### src/rtl/uart_bus_ctrl.sv
`default_nettype none
// ============================================================================
// Module   : uart_bus_ctrl
// Brief    : CPU-bus UART controller with TX FIFO/launcher, RX holding
//            register with overrun detect, and level interrupt request.
// Revision : 1.0
// ============================================================================
module uart_bus_ctrl #(
  parameter int          FIFO_DEPTH = 4,
  parameter logic [31:0] ADDR_TXD   = 32'h4000_0018,
  parameter logic [31:0] ADDR_RXD   = 32'h4000_001C,
  parameter logic [31:0] ADDR_CON   = 32'h4000_0020
) (
  input  logic        clk,
  input  logic        reset,
  input  logic        rd,
  input  logic        wr,
  input  logic [31:0] addr,
  input  logic [31:0] wdata,
  output logic [31:0] rdata,
  output logic [7:0]  tx_data,
  output logic        tx_en,
  input  logic        tx_status,
  input  logic [7:0]  rx_data,
  input  logic        rx_end,
  output logic        irqout
);

  localparam int c_PTR_W = $clog2(FIFO_DEPTH);
  localparam logic [c_PTR_W:0] c_FULL_CNT = (c_PTR_W+1)'(FIFO_DEPTH);

  typedef enum logic [1:0] {
    S_IDLE       = 2'd0,
    S_LAUNCH     = 2'd1,
    S_WAIT_START = 2'd2,
    S_WAIT_DONE  = 2'd3
  } state_t;

  state_t r_state, w_state_nxt;

  logic [7:0]         r_mem [FIFO_DEPTH];
  logic [c_PTR_W-1:0] r_wr_ptr, r_rd_ptr;
  logic [c_PTR_W:0]   r_count;
  logic [7:0]         r_tx_last;
  logic [7:0]         r_rx_buf;
  logic               r_rx_valid, r_rx_ovr, r_tx_drop;
  logic               r_tx_irq_en, r_rx_irq_en;

  logic w_sel_txd, w_sel_rxd, w_sel_con;
  logic w_push_req, w_push, w_pop, w_full, w_empty, w_drop;
  logic w_rxd_rd, w_con_wr, w_rx_ovr_set, w_rx_load, w_tx_busy;
  logic [7:0] w_head;
  logic w_unused_bits;

  assign w_sel_txd = (addr == ADDR_TXD);
  assign w_sel_rxd = (addr == ADDR_RXD);
  assign w_sel_con = (addr == ADDR_CON);

  assign w_full     = (r_count == c_FULL_CNT);
  assign w_empty    = (r_count == '0);
  assign w_pop      = (r_state == S_LAUNCH);
  assign w_push_req = wr & w_sel_txd;
  // A full FIFO still accepts a byte when the head leaves in the same cycle.
  assign w_push     = w_push_req & (~w_full | w_pop);
  assign w_drop     = w_push_req & w_full & ~w_pop;
  assign w_head     = r_mem[r_rd_ptr];

  assign w_rxd_rd     = rd & w_sel_rxd;
  assign w_con_wr     = wr & w_sel_con;
  assign w_rx_ovr_set = rx_end & r_rx_valid & ~w_rxd_rd;
  assign w_rx_load    = rx_end & ~w_rx_ovr_set;
  assign w_tx_busy    = (r_state != S_IDLE) | ~w_empty;

  assign w_unused_bits = ^wdata[31:8];

  always_ff @(posedge clk or negedge reset) begin
    if (!reset) begin
      for (int i = 0; i < FIFO_DEPTH; i++) r_mem[i] <= '0;
    end else if (w_push) begin
      r_mem[r_wr_ptr] <= wdata[7:0];
    end
  end

  always_ff @(posedge clk or negedge reset) begin
    if (!reset) begin
      r_wr_ptr  <= '0;
      r_rd_ptr  <= '0;
      r_count   <= '0;
      r_tx_last <= '0;
    end else begin
      if (w_push) r_wr_ptr <= r_wr_ptr + c_PTR_W'(1);
      if (w_pop) begin
        r_rd_ptr  <= r_rd_ptr + c_PTR_W'(1);
        r_tx_last <= w_head;
      end
      if (w_push && !w_pop)      r_count <= r_count + (c_PTR_W+1)'(1);
      else if (!w_push && w_pop) r_count <= r_count - (c_PTR_W+1)'(1);
    end
  end

  always_ff @(posedge clk or negedge reset) begin
    if (!reset) r_state <= S_IDLE;
    else        r_state <= w_state_nxt;
  end

  always_comb begin
    w_state_nxt = r_state;
    case (r_state)
      S_IDLE:       if (!w_empty && !tx_status) w_state_nxt = S_LAUNCH;
      S_LAUNCH:     w_state_nxt = S_WAIT_START;
      S_WAIT_START: if (tx_status) w_state_nxt = S_WAIT_DONE;
      S_WAIT_DONE:  if (!tx_status) w_state_nxt = S_IDLE;
      default:      w_state_nxt = S_IDLE;
    endcase
  end

  assign tx_en   = (r_state == S_LAUNCH);
  assign tx_data = tx_en ? w_head : r_tx_last;

  // Sticky flags: a new set event in the same cycle beats a software clear.
  always_ff @(posedge clk or negedge reset) begin
    if (!reset) begin
      r_rx_buf    <= '0;
      r_rx_valid  <= 1'b0;
      r_rx_ovr    <= 1'b0;
      r_tx_drop   <= 1'b0;
      r_tx_irq_en <= 1'b0;
      r_rx_irq_en <= 1'b0;
    end else begin
      if (w_rx_load)     r_rx_buf <= rx_data;
      if (w_rx_load)     r_rx_valid <= 1'b1;
      else if (w_rxd_rd) r_rx_valid <= 1'b0;
      r_rx_ovr  <= w_rx_ovr_set | (r_rx_ovr & ~(w_con_wr & wdata[5]));
      r_tx_drop <= w_drop | (r_tx_drop & ~(w_con_wr & wdata[6]));
      if (w_con_wr) begin
        r_tx_irq_en <= wdata[0];
        r_rx_irq_en <= wdata[1];
      end
    end
  end

  always_comb begin
    rdata = '0;
    if (rd) begin
      if (w_sel_rxd)
        rdata = {24'b0, r_rx_buf};
      else if (w_sel_con)
        rdata = {25'b0, r_tx_drop, r_rx_ovr, w_tx_busy, r_rx_valid,
                 w_full, r_rx_irq_en, r_tx_irq_en};
    end
  end

  assign irqout = (r_tx_irq_en & w_empty & (r_state == S_IDLE)) |
                  (r_rx_irq_en & r_rx_valid);

endmodule
`default_nettype wire

### config.mk
export PLATFORM = sky130hd
export DESIGN_NAME = uart_bus_ctrl
export DESIGN_NICKNAME = d
export VERILOG_FILES = /design/src/rtl/uart_bus_ctrl.sv
export SDC_FILE = /design/constraint.sdc
export NUM_CORES = 1
export LEC_CHECK = 0
export BUFFER_PORTS_ARGS = -buffer_cell sky130_fd_sc_hd__buf_4
export CORE_ASPECT_RATIO = 0.5
export CORE_MARGIN = 2
export CORE_UTILIZATION = 54
export DETAILED_ROUTE_END_ITERATION = 10
export PLACE_DENSITY = 0.85
export SLEW_MARGIN = 20
export SYNTH_ARGS = -nofsm -noshare
export SYNTH_HDL_FRONTEND = slang
export SYNTH_SLANG_ARGS = --single-unit
### constraint.sdc
create_clock -name clk -period 5.64 [get_ports clk]
set_clock_uncertainty 0.1 [all_clocks]
set_input_delay 0.846 -clock clk [delete_from_list [all_inputs] [get_ports clk]]
set_output_delay 0.846 -clock clk [all_outputs]
set_load 0.02 [all_outputs]
==> impl_metrics.toml <==
[final_layout]
layout_common_cells = "71 x buf_4, 62 x dfrtp_1, 45 x mux2_2, 24 x conb_1, 23 x nand2_1"
mostFrequentLayoutCell = "buf_4"
nNetsFinal = 450
syn_to_final_growth_pct = 22.1
final_layout_size_suffix_gt1_share_pct = 40.6
antennaDiodeCount = 0
design_area_um2 = 4200

[pwr]
p_total_w = 0.00128
peakVddDrop_mv = 0.201
switching_power_w = 0.000370
p_leak_nw = 1.96
seqPwrFrac_pct = 41.5
swShare_pct = 28.9
pwr-share-clk_pct = 40.1
powerDensity_nw_per_um2 = 305
p_int_w = 0.000911
p_comb_share_pct = 18.4

[timing]
final_hold_viol_count = 0
min_period_over_period_pct = 69.3
rsz0062_at_grt = "false"
drv_slew = 0
worstMarginPinSlew_ns = 0.942
slew_headroom_pct = 37.0
layout_setup_ws_ns = 1.73
tns_ns = 0
finalSetupViolCount = 0
fin_crit_ns = 3.91
fmax_ghz = 0.256

[run_status]
status = "complete, no violations"

[yosys]
synth-edff-count = 0
ys.flop_type = "dfrtp_1"
syn_area_per_cell_um2 = 11.6
synth_cell_types = 43
yosysTopAreaCell = "dfrtp_1"
synth_area_um2 = 3440
yosys_register_bits = 62
ys_top_cells_by_area = "dfrtp_1 45%, mux2_2 15%, buf_4 5.2%"
ys_warn_count = 0
synth_top_area_share_pct = 45.1
synthArstFlopShare_pct = 100
ys_seq_area_share_pct = 45.1
synth_cells = 297

[routing]
via_per_inst = 5.69
drt-total-wl_um = 7690
avgRoutedWirePerCell_um = 16.9
top_layer = "met4"
drt-met1-wl_um = 3110
drt-pass1-iter-count = 4
wl_met2_um = 3950
wl_met3_um = 465
first_iter_violations = 195
vias = 2590
post-route-drc-count = 0
ant_nets = 0

[floorplanning]
die_height_um = 60.4
dieWidth_um = 117
core.rowCount = 20
fp.dieArea_um2 = 7060
io_pins = 120
initial_core_util_pct = 56.3
design.core.area_um2 = 6110

[setup_path]
rr_startpoint = "r_state[1]"
worstPathRequired_ns = 4.69
arrival_ns = 2.96
crit_path_end_kind = "output pin"
critPathTopFamily = "simple AND/OR/NAND/NOR gates"
critPathSlowestCell = "or2_1"
path_max_fanout = 18
cp-endpoint = "rdata[7]"
critPathBufInv = 2
cpPeakStageDelay_ns = 0.69
reg2regPathDepth = 11
cp-start-kind = "primary input"
timing.rr.end = "r_count[2]"
setup.worst_path.class = "primary input to output pin"
startpoint = "addr[1]"
crit_cells = 6
crit_chain = "buf_4, nor4_1, nand3_1, or2_1, nor3_1, buf_4"
critPathMostFrequentCell = "buf_4"
rrSetupSlack_ns = 2.28

[clocking]
root_buffer = "clkbuf_16"
cts_sinks = 62
h-tree-depth = 3
post_cts_resized = 0
holdBufCountCts = 0
cts_made_buffers = 9
cts_tree = "built"
cts.path.max_buffers = 2
postCtsSetupRepairBufs = 0
path_clk_slew_ns = 0.05
insertion_delay_ns = 0.33

[placed_design]
dp_worst_setup_slack_ns = 1.76
post-dp-hpwl_um = 5090
placed_area_um2 = 3910
portBuffers = 71
gp_congestion = 0.773

[worst_hold_path]
hp-class = "register to register"

[global_route]
grt_pass1_wl_um = 12300
grt_pass1_vias = 2545
antenna_found_initial = 0
grt.total_usage_pct = 23.5
grt_overflow = 0
grt_max_degree = 63

[run]
maxCapViolCount = 0
==> how the worst min path moves through the flow <==
stage                       startpoint      endpoint  slack [ns]  cells after the start
after global placement        r_rx_ovr      r_rx_ovr        0.37                      2
after global routing      r_tx_last[4]  r_tx_last[4]        0.41                      1
after floorplan               r_rx_ovr      r_rx_ovr        0.36                      2
after detailed placement  r_tx_last[7]  r_tx_last[7]        0.39                      1
final                     r_tx_last[4]  r_tx_last[4]        0.40                      1
after CTS                 r_tx_last[4]  r_tx_last[4]        0.40                      1
==> layout make-up <==
type                    instances  area (um2)
clock buffers                  11         253
clock inverters                 5        33.8
fillers                       416        1910
inverters                      10        37.5
multi-input cells             208        1680
flip-flops and latches         62        1550
well taps                      88         110
repair buffers                 71         533
==> synth_stat cells (2+ instances only) <==
library cell,n
o31ai_1,2
nor4_1,14
dfrtp_1,62
a22oi_1,14
ha_1,9
nand3b_1,2
xnor2_1,3
nand4_1,4
nand2_1,23
buf_4,24
mux4_2,8
o21ai_0,10
clkbuf_1,12
inv_1,9
nand3_1,3
a311o_1,8
nor2_1,11
xor2_1,3
nor3_2,4
buf_6,2
nor3_1,4
mux2_2,45
==> power by group through the flow <==
stage          sequential, W  combinational [W]  clock [W]
2_1_floorplan       0.000498           0.000198          0
3_3_place_gp        0.000534           0.000215          0
3_5_place_dp        0.000535           0.000228          0
4_1_cts             0.000531           0.000235   0.000520
5_1_grt             0.000537           0.000259   0.000539
6_report            0.000531           0.000236   0.000513
==> stage by stage <==
| step | hold slack [ns] | instances | utilization (%) |
|---|---|---|---|
| after floorplan | 0.355 | 320 | - |
| after global placement | 0.372 | 439 | 64.1 |
| after detailed placement | 0.385 | 439 | 64.1 |
| after CTS | 0.398 | 455 | 68.8 |
| after global routing | 0.411 | 455 | 68.8 |
| final | 0.399 | 455 | 68.8 |
==> registers in the layout, summed over array words and instances (netlist names) <==
signal	flops
r_rx_irq_en	1
r_tx_irq_en	1
r_count	3
r_rx_valid	1
r_wr_ptr	2
r_state	2
r_rx_buf	8
r_tx_last	8
r_rd_ptr	2
r_mem	32
r_tx_drop	1
r_rx_ovr	1
==> cells by family (layout without fill, tap and decap cells) <==
family,Yosys count,count (layout),share of synthesized area [%]
flip-flops,62,62,45.1
AO/OA/AOI/OAI,39,39,8.41
adder cells (fa/ha/maj),10,10,3.86
buffers and inverters,50,97,8.55
multiplexers,53,53,20.0
AND/OR/NAND/NOR,76,76,12.4
other,1,24,0.109
XOR/XNOR,6,6,1.53
==> layer usage <==
layer	vias up	GRT usage, %
met3	17	6.69
met4	0	8.74
li1	1177	-
met2	100	41.7
met5	-	0
met1	1296	28.1
Note: power is estimated with default switching activity, not from simulation.
